### config.mk
export PLATFORM = sky130hd
export DESIGN_NAME = nibble_load_ctrl
export DESIGN_NICKNAME = d
export VERILOG_FILES = /design/src/rtl/nibble_load_ctrl_pkg.sv /design/src/rtl/nibble_load_ctrl_rr_arb2.sv /design/src/rtl/nibble_load_ctrl.sv
export SDC_FILE = /design/constraint.sdc
export NUM_CORES = 1
export LEC_CHECK = 0
export ABC_AREA = 1
export BUFFER_PORTS_ARGS = -buffer_cell sky130_fd_sc_hd__buf_2
export CAP_MARGIN = 25
export CORE_MARGIN = 4
export CORE_UTILIZATION = 47
export CTS_CLUSTER_SIZE = 25
export DETAILED_ROUTE_END_ITERATION = 8
export PLACE_DENSITY = 0.88
export SYNTH_ARGS = -nofsm -noshare
export SYNTH_HDL_FRONTEND = slang
export SYNTH_SLANG_ARGS = --single-unit
### constraint.sdc
create_clock -name clk -period 1.6 [get_ports clk]
set_input_delay 0.24 -clock clk [delete_from_list [all_inputs] [get_ports clk]]
set_output_delay 0.24 -clock clk [all_outputs]
set_load 0.02 [all_outputs]
### src/rtl/nibble_load_ctrl_pkg.sv
// Shared types and constants for the nibble-assembly load controller.
package nibble_ctrl_pkg;

    localparam int NIBBLE_W = 4;
    localparam int BYTE_W   = 8;

    localparam logic SRC0 = 1'b0;
    localparam logic SRC1 = 1'b1;

    typedef enum logic [2:0] {
        IDLE,
        LO,
        HI,
        CAP,
        OUT
    } state_t;

endpackage

### src/rtl/nibble_load_ctrl_rr_arb2.sv
// Two-way round-robin grant: on a tie the requester that did not go last wins.
module rr_arb2
    import nibble_ctrl_pkg::*;
(
    input  logic req0,
    input  logic req1,
    input  logic last_src,
    output logic any_req,
    output logic gnt
);

    always_comb begin
        any_req = req0 | req1;
        if (req0 && req1) begin
            gnt = ~last_src;
        end else if (req1) begin
            gnt = SRC1;
        end else begin
            gnt = SRC0;
        end
    end

endmodule

### src/rtl/nibble_load_ctrl.sv
// Sequences the nibble shifter: grants one requester, loads low then high nibble,
// captures the assembled byte and offers it downstream on valid/ready.
//
// state | meaning
// IDLE  | no transfer; arbitrate and register grant
// LO    | waiting for low nibble from granted requester
// HI    | waiting for high nibble from granted requester
// CAP   | shifter holds both nibbles; capture byte
// OUT   | byte offered downstream until out_ready
module nibble_load_ctrl
    import nibble_ctrl_pkg::*;
#(
    parameter int TIMEOUT = 15
) (
    input  logic                clk,
    input  logic                rst,
    input  logic                req0_valid,
    input  logic [NIBBLE_W-1:0] req0_nibble,
    output logic                req0_ready,
    input  logic                req1_valid,
    input  logic [NIBBLE_W-1:0] req1_nibble,
    output logic                req1_ready,
    output logic [NIBBLE_W-1:0] shf_data,
    output logic                shf_down,
    output logic                shf_up,
    input  logic [BYTE_W-1:0]   shf_byte,
    output logic                out_valid,
    output logic [BYTE_W-1:0]   out_byte,
    output logic                out_src,
    input  logic                out_ready,
    output logic                abort
);

    localparam int CNT_W = (TIMEOUT > 0) ? $clog2(TIMEOUT + 1) : 1;
    localparam logic [CNT_W-1:0] CNT_LAST = (TIMEOUT > 0) ? CNT_W'(TIMEOUT - 1) : '0;

    state_t              state_q, state_d;
    logic                g_q, g_d;
    logic                last_q, last_d;
    logic [CNT_W-1:0]    cnt_q, cnt_d;
    logic                out_valid_q, out_valid_d;
    logic [BYTE_W-1:0]   out_byte_q, out_byte_d;
    logic                out_src_q, out_src_d;
    logic                abort_q, abort_d;

    logic                arb_any, arb_gnt;
    logic                g_valid, waiting, accept, timed_out;
    logic [NIBBLE_W-1:0] g_nibble;

    rr_arb2 u_arb (
        .req0     (req0_valid),
        .req1     (req1_valid),
        .last_src (last_q),
        .any_req  (arb_any),
        .gnt      (arb_gnt)
    );

    // Handshake and strobes are gated by rst so nothing is accepted in a reset cycle.
    always_comb begin
        g_valid    = (g_q == SRC1) ? req1_valid : req0_valid;
        g_nibble   = (g_q == SRC1) ? req1_nibble : req0_nibble;
        waiting    = ((state_q == LO) || (state_q == HI)) && !rst;
        accept     = waiting && g_valid;
        req0_ready = waiting && (g_q == SRC0);
        req1_ready = waiting && (g_q == SRC1);
        shf_down   = accept && (state_q == LO);
        shf_up     = accept && (state_q == HI);
        shf_data   = accept ? g_nibble : '0;
    end

    always_comb begin
        state_d     = state_q;
        g_d         = g_q;
        last_d      = last_q;
        cnt_d       = cnt_q;
        out_valid_d = out_valid_q;
        out_byte_d  = out_byte_q;
        out_src_d   = out_src_q;
        abort_d     = 1'b0;
        timed_out   = (TIMEOUT > 0) && (cnt_q == CNT_LAST);
        case (state_q)
            IDLE: begin
                if (arb_any) begin
                    g_d     = arb_gnt;
                    cnt_d   = '0;
                    state_d = LO;
                end
            end
            LO, HI: begin
                if (accept) begin
                    cnt_d   = '0;
                    state_d = (state_q == LO) ? HI : CAP;
                end else if (timed_out) begin
                    // Stalled requester loses its turn; the other side is favoured next.
                    abort_d = 1'b1;
                    last_d  = g_q;
                    state_d = IDLE;
                end else if (TIMEOUT > 0) begin
                    cnt_d = cnt_q + 1'b1;
                end
            end
            CAP: begin
                out_byte_d  = shf_byte;
                out_src_d   = g_q;
                out_valid_d = 1'b1;
                state_d     = OUT;
            end
            OUT: begin
                if (out_ready) begin
                    out_valid_d = 1'b0;
                    last_d      = g_q;
                    state_d     = IDLE;
                end
            end
            default: state_d = IDLE;
        endcase
    end

    always_ff @(posedge clk) begin
        if (rst) begin
            state_q     <= IDLE;
            g_q         <= SRC0;
            last_q      <= SRC1;
            cnt_q       <= '0;
            out_valid_q <= 1'b0;
            out_byte_q  <= '0;
            out_src_q   <= SRC0;
            abort_q     <= 1'b0;
        end else begin
            state_q     <= state_d;
            g_q         <= g_d;
            last_q      <= last_d;
            cnt_q       <= cnt_d;
            out_valid_q <= out_valid_d;
            out_byte_q  <= out_byte_d;
            out_src_q   <= out_src_d;
            abort_q     <= abort_d;
        end
    end

    assign out_valid = out_valid_q;
    assign out_byte  = out_byte_q;
    assign out_src   = out_src_q;
    assign abort     = abort_q;

endmodule

==> Yosys cells after proc, flatten, opt, wreduce, memory -nomap -nowiden <==
Cells that the tools add are included.
{ "classes": {"muxes": 22, "add_sub_neg": 1, "n_reduce_logical": 20, "bitwise": 4, "n_eq_ne": 11} }
{ "op_table": {"columns": ["op", "n"], "rows": [
  ["$mux W4", 5],
  ["$mux W3", 4],
  ["$pmux W3 S4", 1],
  ["$mux W1", 9],
  ["$ne A2 B2 Y1 const B", 4],
  ["$pmux W4 S2", 1],
  ["$logic_and A1 B1 Y1", 7],
  ["$eq A3 B2 Y1 const B", 2],
  ["$ne A3 B3 Y1 const B", 2],
  ["$reduce_and A3 Y1", 2],
  ["$reduce_bool A2 Y1", 3],
  ["$add A4 B1 Y4 const B", 1],
  ["$eq A4 B4 Y1 const B", 1],
  ["$pmux W1 S2", 2],
  ["$reduce_and A2 Y1", 2],
  ["$reduce_and A4 Y1", 1],
  ["$eq A3 B1 Y1 const B", 1],
  ["$eq A3 B3 Y1 const B", 1],
  ["$logic_not A3 Y1", 1],
  ["$not A1 Y1", 3],
  ["$reduce_or A3 Y1", 1],
  ["$reduce_or A2 Y1", 1],
  ["$logic_not A1 Y1", 1],
  ["$logic_or A1 B1 Y1", 1],
  ["$or A1 B1 Y1", 1]
]} }
{ "totals": {"ff_bits": 20} }

==> Longest topological paths before layout <==
Gate-level depths: netlist (run 1).
{ "depth": {"depth_word": 6, "mapped_depth": 9, "mapped_depth_nobuf": 9} }

==> Cells and area by module <==
Synthesis (run 1) repeated with hierarchy kept, for this count alone.
{ "hier_totals": {"hier_cells": 148, "hier_area_um2": 1009.7} }
{ "by_module_without_submodules": {"columns": ["mod", "n_inst", "cells_each", "area_each_um2"], "rows": [
  ["nibble_load_ctrl", 1, 145, 994.7],
  ["rr_arb2", 1, 3, 15.0]
]} }

==> Least setup slack after synthesis (run 1) <==
Ideal clock, no wire load.
{ "synth_timing": {"kind": "flip-flop to output port", "from": "register g_q", "to": "output shf_data[0]", "path_stages_with_launch": 6, "slack_ns": 0.116, "t_arrival_ns": 1.244, "required_ns": 1.360, "n_path_buf": 2, "path_cell_list": "dfxtp_1 > buf_2 > o21ai_2 > nand3_4 > buf_6 > a21oi_1"} }
{ "synth_between": {"elab_chain_len": 3, "word_cells_on_any_way": 4, "cone_classes": "mux: 3; reduce/logical: 1"} }
{ "synth_rtl": {"columns": ["element", "line", "source"], "rows": [
  ["start: declaration", "nibble_load_ctrl.sv:38", "logic g_q, g_d;"],
  ["start signal: assignment", "nibble_load_ctrl.sv:131", "g_q <= g_d;"],
  ["$mux W1", "nibble_load_ctrl.sv:60", "g_valid = (g_q == SRC1) ? req1_valid : req0_valid;"],
  ["$logic_and A1 B1 Y1", "nibble_load_ctrl.sv:63", "accept = waiting && g_valid;"],
  ["$mux W4 *", "nibble_load_ctrl.sv:68", "shf_data = accept ? g_nibble : '0;"],
  ["end: declaration", "nibble_load_ctrl.sv:23", "output logic [NIBBLE_W-1:0] shf_data,"]
]} }
Every way passes the cells marked *; elsewhere a longest branch is shown, timed or not.

==> Final worst setup path (run 1) <==
Same ends and word-level chain as after synthesis.

==> results of run 1 <==
## report_power, final
| group | internal, mW | switching (mW) | leakage, nW |
|---|---|---|---|
| registers | 0.576 | 0.0809 | 0.165 |
| logic | 0.387 | 0.560 | 0.553 |
| clock network | 0.253 | 0.166 | 0.0279 |
| total | 1.22 | 0.807 | 0.746 |
## routing by layer
| layer | vias up | GRT usage [%] | share of wire (%) |
|---|---|---|---|
| li1 | 581 | - | - |
| met1 | 543 | 26.02 | 37 |
| met2 | 78 | 38.39 | 50 |
| met3 | 12 | 6.166 | 8.6 |
| met4 | 0 | 9.717 | 3.7 |
| met5 | - | 0 | 0 |
## sequential cells by signal, summed over array words and instances, names as in the netlist
signal,cells
cnt_q,4
out_src,1
last_q,1
g_q,1
abort,1
out_valid,1
state_q,3
out_byte,8
## stage by stage
step                cells  hold slack, ps
global route          227           153.6
CTS                   223           145.2
finish                227           152.1
detailed placement    214           457.6
global placement      214           448.4
floorplan             150           309.1
## cells in the final DEF, fill, tap and decap left out, types with 4 or more instances in the layout
master   count
buf_2       31
nand2_1     26
nor2_1      26
dfxtp_1     16
buf_4       16
inv_1       14
o21ai_0     11
nand3_1     10
a21oi_1      9
dfxtp_4      4
## tightest hold or removal path: stages
cell and delay (ps):
buf_2 70, nor2_1 30, nor2_1 80
## how the worst max path moves through the flow
stage                                  startpoint     endpoint
after global placement           g_q$_SDFFE_PP0P_  shf_data[1]
after global routing             g_q$_SDFFE_PP0P_  shf_data[0]
after CTS                 state_q[0]$_SDFFE_PP0P_  shf_data[2]
after detailed placement         g_q$_SDFFE_PP0P_  shf_data[2]
after floorplan                  g_q$_SDFFE_PP0P_  shf_data[0]
final                            g_q$_SDFFE_PP0P_  shf_data[0]
## logic make-up after synthesis
family | count (synthesis) | share of synthesized area, %
AO/OA/AOI/OAI | 25 | 12.80
buffers and inverters | 21 | 8.695
adder cells (fa/ha/maj) | 2 | 2.415
flip-flops | 20 | 38.65
XOR/XNOR | 1 | 0.8456
AND/OR/NAND/NOR | 81 | 36.59
## area by class of cell
cell class	instances	area [sq um]
tap	27	33.78
clock inverter	1	30.03
clock buffer	3	22.52
inverter	17	66.31
timing repair buffer	50	309.0
sequential	20	415.4
multi-input combinational	109	604.3
fill	158	540.5
## timing repair
item                       CTS  global route
setup endpoints to repair    8            14
resized for setup           14            21
pin swaps                    1             4
buffers inserted             5             4
hold buffers                 0             0
==> flow_metrics.env, run 1 <==
export IMPL_overflow=0
export IMPL_antenna_cells=0
export IMPL_cts_max_path_buffers=2
export IMPL_final_period_utilization_pct=105.4
export IMPL_path_depth=5
export IMPL_dpl_worst_slack_ps=108.5
export IMPL_clk_latency_ps=310
export IMPL_first_pass_iters=4
export IMPL_hold_viol=0
export IMPL_max_slew_margin_pct=79.67
export IMPL_die_x_um=54.95
export IMPL_reg2reg_depth=9
export IMPL_hold_path_class="in2reg"
export IMPL_routabilityCongestion=0.8460
export IMPL_ant_nets=0
export IMPL_stdcell_area_sq_mm=0.001481
export IMPL_start_util_pct=51.24
export IMPL_p_leak_nw=0.7458
export IMPL_crit_type="reg2out"
export IMPL_grt_total_usage_pct=22.44
export IMPL_path_cells="nand2_1, o21ai_2, nand3_4, a21oi_2, buf_4"
export IMPL_drtIter0Drc=35
export IMPL_grt_max_degree=15
export IMPL_fin_crit_ps=1686
export IMPL_cap_violations=0
export IMPL_synth_area_leaders="dfxtp_1, nor2_1, nand2_1"
export IMPL_fin_ws_ps=-85.67
export IMPL_critical_path_slowest_cell="dfxtp_4"
export IMPL_yosysWarnings=0
export IMPL_final_util_pct=73.27
export IMPL_holdPathEnd="out_byte[3]$_SDFFE_PP0P_"
export IMPL_rrSetupSlack_ps=30
export IMPL_setup_tns_ps=-369.1
export IMPL_r2r_end="cnt_q[1]$_SDFFE_PP0P_"
export IMPL_syn_avg_cell_area_sq_um=6.907
export IMPL_cp_end_kind="primary output"
export IMPL_ioPinCount=40
export IMPL_cts_clk_slew_worst_paths_ps=120
export IMPL_wl_per_cell_um=14.11
export IMPL_clock_skew_ps=10.40
export IMPL_die_area_sq_mm=0.003020
export IMPL_maxSlewViolCount=0
export IMPL_start_kind="flip-flop"
export IMPL_synth_most_common_cell="nor2_1"
export IMPL_drive_gt1_share_pct=40.00
export IMPL_hold_depth=3
export IMPL_crit_family="flip-flops"
export IMPL_htreeDepth=1
export IMPL_hold_start="shf_byte[3]"
export IMPL_crit_buf_inv=1
export IMPL_crit_required_ps=1360
export IMPL_grt_pass1_wl_um=4885
export IMPL_reg2reg_from="g_q$_SDFFE_PP0P_"
export IMPL_cts_tree="yes"
export IMPL_cts_root_buf="clkbuf_4"
export IMPL_synth_nets=173
export IMPL_synth_seq_cells=20
export IMPL_fmax_mhz=593.2
export IMPL_powerDensity_mw_per_mm2=1365
export IMPL_dieHeight_um=54.95
export IMPL_synth_flop_cell="dfxtp_1"
export IMPL_max_stage_delay_ps=430
export IMPL_antenna_found_initial=0
export IMPL_synth_area_leader_cell="dfxtp_1"
export IMPL_worstPathMaxFanout=10
export IMPL_fin_nets=224
export IMPL_synth_cell_types=22
export IMPL_grt_pass1_vias=1122
export IMPL_vias=1214
export IMPL_row_count=16
export IMPL_async_flop_share_pct=0
export IMPL_drc=0
export IMPL_synth_top_cells_by_count="nor2_1, nand2_1, dfxtp_1, inv_1, a21oi_1"
export IMPL_rsz0062_at_grt="true"
export IMPL_peakVddDrop_mv=0.6975
export IMPL_hpwlAfterDp_um=1924
export IMPL_finalPower_mw=2.023
export IMPL_worst_pin_slew_ps=304.2
export IMPL_wl_um=3204
export IMPL_status="finished with violations"
export IMPL_viasPerCell=5.348
export IMPL_dpl_cell_area_sq_mm=0.001254
export IMPL_synthCells=150
export IMPL_cts_made_buffers=3
export IMPL_clock_sinks=20
export IMPL_syn2layout_area_growth_pct=43.00
export IMPL_syn_cell_area_sq_mm=0.001036
export IMPL_synth_top_area_share_pct=38.65
export IMPL_ys_seq_area_share_pct=38.65
export IMPL_synth_edff_count=0
export IMPL_coreArea_sq_mm=0.002022
export IMPL_worstPathArrival_ps=1450
export IMPL_violations="negative setup slack"
export IMPL_setup_viol=6
export IMPL_port_buffers=39
Note: power is estimated with default switching activity, not from simulation.
==> run 2, diff against run 1 <==
--- a/config.mk
+++ b/config.mk
@@ -8,8 +8,8 @@
 export ABC_AREA = 1
 export BUFFER_PORTS_ARGS = -buffer_cell sky130_fd_sc_hd__buf_2
 export CAP_MARGIN = 25
-export CORE_MARGIN = 4
 export CORE_UTILIZATION = 47
+export CTS_CLUSTER_DIAMETER = 120
 export CTS_CLUSTER_SIZE = 25
 export DETAILED_ROUTE_END_ITERATION = 8
 export PLACE_DENSITY = 0.88
==> constraint.sdc (replaced) <==
create_clock -name clk -period 1.6 [get_ports clk]
set_input_delay 0.24 -clock clk [delete_from_list [all_inputs] [get_ports clk]]
set_output_delay 0.24 -clock clk [all_outputs]
set_load 0.05 [all_outputs]
==> run 2 against run 1 <==
Against the previous run:
- sequential cell count unchanged
- combinational power increased by 3.9%
- the flow still finishes with violations (negative setup slack)
- highest routed layer unchanged
- non-clock buffer count increased by 1
- clock skew decreased by 9.6 ps
==> flow_metrics.env, run 2 (same netlist as run 1, synthesis figures left out) <==
export IMPL_viasPerCell=5.361
export IMPL_wl_per_cell_um=13.48
export IMPL_dpl_worst_slack_ps=106.2
export IMPL_cts_tree="yes"
export IMPL_cts_made_buffers=3
export IMPL_die_x_um=48.95
export IMPL_maxSlewViolCount=0
export IMPL_coreArea_sq_mm=0.002022
export IMPL_grt_pass1_vias=1142
export IMPL_port_buffers=39
export IMPL_antenna_found_initial=0
export IMPL_vias=1217
export IMPL_peakVddDrop_mv=0.7902
export IMPL_drive_gt1_share_pct=41.50
export IMPL_max_slew_margin_pct=80.27
export IMPL_worst_pin_slew_ps=294.3
export IMPL_final_period_utilization_pct=108.4
export IMPL_hold_buffers=0
export IMPL_hold_path_class="in2reg"
export IMPL_crit_type="reg2out"
export IMPL_grt_pass1_wl_um=4974
export IMPL_worstPathArrival_ps=1500
export IMPL_grt_total_usage_pct=26.56
export IMPL_fin_ws_ps=-135.1
export IMPL_first_pass_iters=4
export IMPL_grt_max_degree=11
export IMPL_mostFrequentLayoutCells="buf_2, nand2_1, nor2_1, dfxtp_1, inv_1"
export IMPL_powerDensity_mw_per_mm2=1260
export IMPL_setup_tns_ps=-771.7
export IMPL_layout_commonest_cell="buf_2"
export IMPL_clock_sinks=20
export IMPL_start_kind="flip-flop"
export IMPL_fmax_mhz=576.3
export IMPL_crit_required_ps=1360
export IMPL_p_leak_nw=0.7347
export IMPL_largest_register_ff_count=8
export IMPL_violations="negative setup slack"
export IMPL_drc=0
export IMPL_routabilityCongestion=0.8871
export IMPL_max_stage_delay_ps=380
export IMPL_row_count=16
export IMPL_hpwlAfterDp_um=1952
export IMPL_clock_skew_ps=0.8018
export IMPL_antenna_cells=0
export IMPL_ioPinCount=40
export IMPL_dieHeight_um=48.95
export IMPL_hold_viol=0
export IMPL_rsz0062_at_grt="true"
export IMPL_cp_end_kind="primary output"
export IMPL_critical_path_slowest_cell="dfxtp_4"
export IMPL_overflow=0
export IMPL_wl_um=3059
export IMPL_path_cells="nor2_4, nand2_2, nand2_4, nand3_4, nor2_2, buf_6"
export IMPL_status="finished with violations"
export IMPL_cts_max_path_buffers=2
export IMPL_cap_violations=0
export IMPL_fin_nets=225
export IMPL_syn2layout_area_growth_pct=43.60
export IMPL_ant_nets=0
export IMPL_cts_root_buf="clkbuf_4"
export IMPL_fin_crit_ps=1735
export IMPL_clk_latency_ps=290
export IMPL_die_area_sq_mm=0.002396
export IMPL_start_util_pct=51.24
export IMPL_setup_viol=8
export IMPL_worstPathMaxFanout=8
export IMPL_cts_clk_slew_worst_paths_ps=110
export IMPL_holdWs_ps=162.9
export IMPL_htreeDepth=1
export IMPL_drtIter0Drc=38
## run 2: changes by cell type in the layout (fill, tap and decap cells not counted), moves of 2 or more
| cell | delta |
|---|---|
| buf_4 | -4 |
| buf_6 | +5 |
| nand2_4 | -2 |
| nor2_1 | -2 |
| nor2_2 | +2 |
## run 2: worst paths after layout
path | startpoint | to | slack (ps) | cells after the start
min reg2reg | out_valid$_SDFFE_PP0P_ | out_valid$_SDFFE_PP0P_ | 470 | 2
max | state_q[2]$_SDFFE_PP0P_ | shf_up | -140 | 6
min | shf_byte[0] | out_byte[0]$_SDFFE_PP0P_ | 160 | 3
max reg2reg | state_q[2]$_SDFFE_PP0P_ | cnt_q[2]$_SDFFE_PP0P_ | 70 | 10
## run 2: stage by stage
stage / utilization, % / std cells / total power [mW] / instance area [sq um]
6_report: 73.58 / 227 / 1.874 / 1488
5_1_grt: 73.58 / 227 / 1.989 / 1488
4_1_cts: 71.41 / 225 / 1.800 / 1444
3_5_place_dp: 62.50 / 215 / 1.413 / 1264
3_3_place_gp: 62.50 / 215 / 1.377 / 1264
2_1_floorplan: - / 150 / 1.248 / 1039
## run 2: power breakdown
| group | internal [mW] | switching [mW] |
|---|---|---|
| Sequential | 0.575 | 0.0792 |
| Clock | 0.0877 | 0.148 |
| Combinational | 0.367 | 0.616 |
| Total | 1.03 | 0.844 |
## run 2: final cells by class
| type | instances | area [sq um] |
|---|---|---|
| sequential | 20 | 415.4 |
| timing repair buffer | 51 | 335.3 |
| fill | 151 | 534.3 |
| tap | 27 | 33.78 |
| clock buffer | 3 | 22.52 |
| inverter | 17 | 68.82 |
| multi-input combinational | 109 | 611.8 |
## run 2: critical path, delay by kind of cell (launching register included)
kind	cells	cell delay, ps
buffers and inverters	1	180
and+or+nand+nor	5	640
DFF	1	380
## run 2: routing by layer
metal	part of all wire, %	wire, um	up-vias	global-route usage (%)
met2	50	1531	68	45.60
li1	-	-	582	-
met4	2.4	72	0	12.25
met3	6.4	196	12	6.231
met5	0	0	-	0
met1	41	1259	555	31.03
## run 2: timing repair
item | CTS | global route
buffers inserted | 7 | 2
cloned | 0 | 0
gates resized for setup | 35 | 8
pin swaps | 3 | 2
endpoints found under the setup margin | 8 | 15
==> run 3, diff against run 2 <==
--- a/config.mk
+++ b/config.mk
@@ -5,14 +5,14 @@
 export SDC_FILE = /design/constraint.sdc
 export NUM_CORES = 1
 export LEC_CHECK = 0
-export ABC_AREA = 1
+export ABC_AREA = 0
 export BUFFER_PORTS_ARGS = -buffer_cell sky130_fd_sc_hd__buf_2
 export CAP_MARGIN = 25
-export CORE_UTILIZATION = 47
+export CORE_UTILIZATION = 48
 export CTS_CLUSTER_DIAMETER = 120
 export CTS_CLUSTER_SIZE = 25
 export DETAILED_ROUTE_END_ITERATION = 8
-export PLACE_DENSITY = 0.88
+export PLACE_DENSITY = 0.89
 export SYNTH_ARGS = -nofsm -noshare
 export SYNTH_HDL_FRONTEND = slang
 export SYNTH_SLANG_ARGS = --single-unit
==> run 3 against run 2 <==
Against the previous run:
- the run still ends with negative setup slack left
- synthesized area increased by 3.1%
- clock skew up 6.0 ps
- total power shrank 5.3%
- non-clock buffer count grew 17
- largest power group unchanged
- count of clock-buffer cells in the layout did not move
- clock power increased by 82%
- critical path depth shrank 1
- cell area grew 21%
- synthesized cell count shrank 13%
- sequential share of layout area is 5.2 points lower
- fmax fell by 1.9%
- critical endpoint is now req1_ready
- utilization is 16 points higher
==> flow_metrics.env, run 3 <==
export IMPL_synth_top_area_share_pct=37.47
export IMPL_synth_area_leader_cell="dfxtp_1"
export IMPL_reg2reg_depth=7
export IMPL_synth_seq_cells=20
export IMPL_crit_required_ps=1360
export IMPL_clock_skew_ps=6.782
export IMPL_hold_start="shf_byte[1]"
export IMPL_fin_ws_ps=-169.2
export IMPL_synth_nets=153
export IMPL_swShare_pct=35.94
export IMPL_start_kind="flip-flop"
export IMPL_r2r_end="state_q[0]$_SDFFE_PP0P_"
export IMPL_synth_edff_count=0
export IMPL_final_util_pct=89.29
export IMPL_cap_violations=0
export IMPL_vias=1389
export IMPL_die_area_sq_mm=0.002419
export IMPL_maxSlewViolCount=0
export IMPL_grt_pass1_wl_um=6499
export IMPL_clock_sinks=20
export IMPL_hold_path_class="in2reg"
export IMPL_ys_seq_area_share_pct=37.47
export IMPL_ioPinCount=40
export IMPL_rrSetupSlack_ps=-140
export IMPL_htreeDepth=1
export IMPL_final_period_utilization_pct=110.6
export IMPL_antenna_cells=0
export IMPL_drive_gt1_share_pct=52.33
export IMPL_status="finished with violations"
export IMPL_hpwlAfterDp_um=2439
export IMPL_p_clk_share_pct=24.1
export IMPL_synth_cell_types=36
export IMPL_cp_end_kind="primary output"
export IMPL_hold_depth=3
export IMPL_first_pass_iters=4
export IMPL_worstPathMaxFanout=2
export IMPL_cts_root_buf="clkbuf_4"
export IMPL_grt_pass1_vias=1285
export IMPL_async_flop_share_pct=0
export IMPL_violations="negative setup slack"
export IMPL_holdPathEnd="out_byte[1]$_SDFFE_PP0P_"
export IMPL_wl_um=5042
export IMPL_largest_register_ff_count=8
export IMPL_dpl_worst_slack_ps=-56.02
export IMPL_die_x_um=49.18
export IMPL_viasPerCell=6.314
export IMPL_crit_type="reg2out"
export IMPL_reg2reg_from="g_q$_SDFFE_PP0P_"
export IMPL_routabilityCongestion=0.9067
export IMPL_powerDensity_mw_per_mm2=983.6
export IMPL_synth_area_leaders="dfxtp_1, a21oi_1, mux2i_1"
export IMPL_dieHeight_um=49.18
export IMPL_peakVddDrop_mv=0.7538
export IMPL_cts_max_path_buffers=2
export IMPL_layout_commonest_cell="buf_2"
export IMPL_synth_top_cells_by_count="dfxtp_1, nand2_1, a21oi_1, nor2_1, nand3_1"
export IMPL_p_leak_nw=0.7739
export IMPL_antenna_found_initial=0
export IMPL_setup_viol=15
export IMPL_syn2layout_area_growth_pct=68.97
export IMPL_p_int_mw=1.138
export IMPL_grt_max_degree=18
export IMPL_synth_flop_cell="dfxtp_1"
export IMPL_fmax_mhz=565.2
export IMPL_drc=0
export IMPL_cts_made_buffers=3
export IMPL_port_buffers=39
export IMPL_power_frac_comb_pct=44.5
export IMPL_yosysWarnings=0
export IMPL_startpoint="state_q[1]$_SDFFE_PP0P_"
export IMPL_wl_per_cell_um=22.92
export IMPL_hold_buffers=0
export IMPL_fin_nets=217
export IMPL_clk_latency_ps=310
export IMPL_grt_total_usage_pct=35.93
export IMPL_max_slew_margin_pct=75.85
export IMPL_cts_tree="yes"
export IMPL_cts_clk_slew_worst_paths_ps=120
export IMPL_syn_cell_area_sq_mm=0.001069
export IMPL_overflow=0
export IMPL_worst_pin_slew_ps=361.4
export IMPL_hold_viol=0
export IMPL_row_count=16
export IMPL_p_seq_share_pct=31.3
export IMPL_drtIter0Drc=74
export IMPL_worstPathArrival_ps=1530
export IMPL_syn_avg_cell_area_sq_um=8.219
export IMPL_synth_most_common_cell="dfxtp_1"
export IMPL_fin_crit_ps=1769
export IMPL_coreArea_sq_mm=0.002022
export IMPL_ant_nets=0
export IMPL_start_util_pct=52.85
export IMPL_rsz0062_at_grt="true"
export IMPL_switchingPower_mw=0.6383
export IMPL_mostFrequentLayoutCells="buf_2, buf_4, nand2_1, dfxtp_1"
export IMPL_synthCells=130
==> run 3: cell types whose count changed after synthesis, sizes merged, moves of 3 or more <==
cell	change
and3	+3
a211oi	+3
clkbuf	+3
nand3	-4
o21ai	-9
nor3	-4
mux2i	+7
inv	-14
nand2	-14
nor2	-15
==> run 3: how the worst max path moves through the flow <==
stage / depth (start not counted) / slack (ps) / to
after CTS: 4 / -110 / shf_down
final: 5 / -170 / req1_ready
after global placement: 4 / 30 / shf_down
after detailed placement: 5 / -60 / shf_data[0]
after floorplan: 4 / -80 / shf_down
after global routing: 6 / -210 / last_q$_SDFFE_PP1P_
==> run 3: cell families after synthesis <==
family	after synthesis	share of synthesized area [%]
buffers and inverters	12	4.800
multiplexers	8	7.962
adder cells (fa/ha/maj)	2	2.342
AO/OA/AOI/OAI	30	19.91
AND/OR/NAND/NOR	56	25.88
flip-flops	20	37.47
XOR/XNOR	2	1.640
==> run 3: worst max-delay path, cell delays in order, from the launching register on <==
cell and delay, ps:
dfxtp_4 410, xor2_4 200, buf_4 140, buf_6 90, and3_1 200, buf_6 180
==> run 3: metrics by stage <==
stage	instances	area, sq um	hold WS, ps	TNS (ps)	power (mW)
6_report	220	1805	178.7	-1805	1.776
5_1_grt	220	1805	188.8	-2443	1.819
4_1_cts	215	1692	183.5	-547.0	1.586
3_5_place_dp	207	1481	446.3	-294.0	1.085
3_3_place_gp	207	1481	439.4	0	1.061
2_1_floorplan	130	1155	403.7	-134.2	0.9153
==> run 3: area by class of cell <==
type,instances,area (sq um)
multi-input combinational,98,795.8
timing repair buffer,68,501.7
sequential,20,410.4
fill,96,216.5
tap,27,33.78
clock inverter,1,30.03
clock buffer,3,22.52
inverter,3,11.26
==> run 3: power groups by stage <==
stage               Combinational, mW  Clock (mW)  Sequential [mW]
floorplan                       0.337           0            0.578
global placement                0.494           0            0.567
detailed placement              0.516           0            0.569
CTS                             0.621       0.412            0.552
global route                    0.815       0.447            0.557
finish                          0.791       0.429            0.557
==> run 3: per-layer routing <==
layer / part of all wire [%] / routed length, um / GRT usage, % / up-vias
met1: 34 / 1732 / 41.73 / 623
met4: 8.1 / 410 / 16.67 / 0
met2: 49 / 2446 / 64.38 / 132
met3: 9.0 / 452 / 4.673 / 48
met5: 0 / 0 / 0 / -
li1: - / - / - / 586
==> run 3: timing repair <==
action	CTS	global route
resized for setup	32	17
endpoints found under the setup margin	13	14
endpoints found under the hold margin	0	0
buffers inserted	4	5
pin swaps	11	4
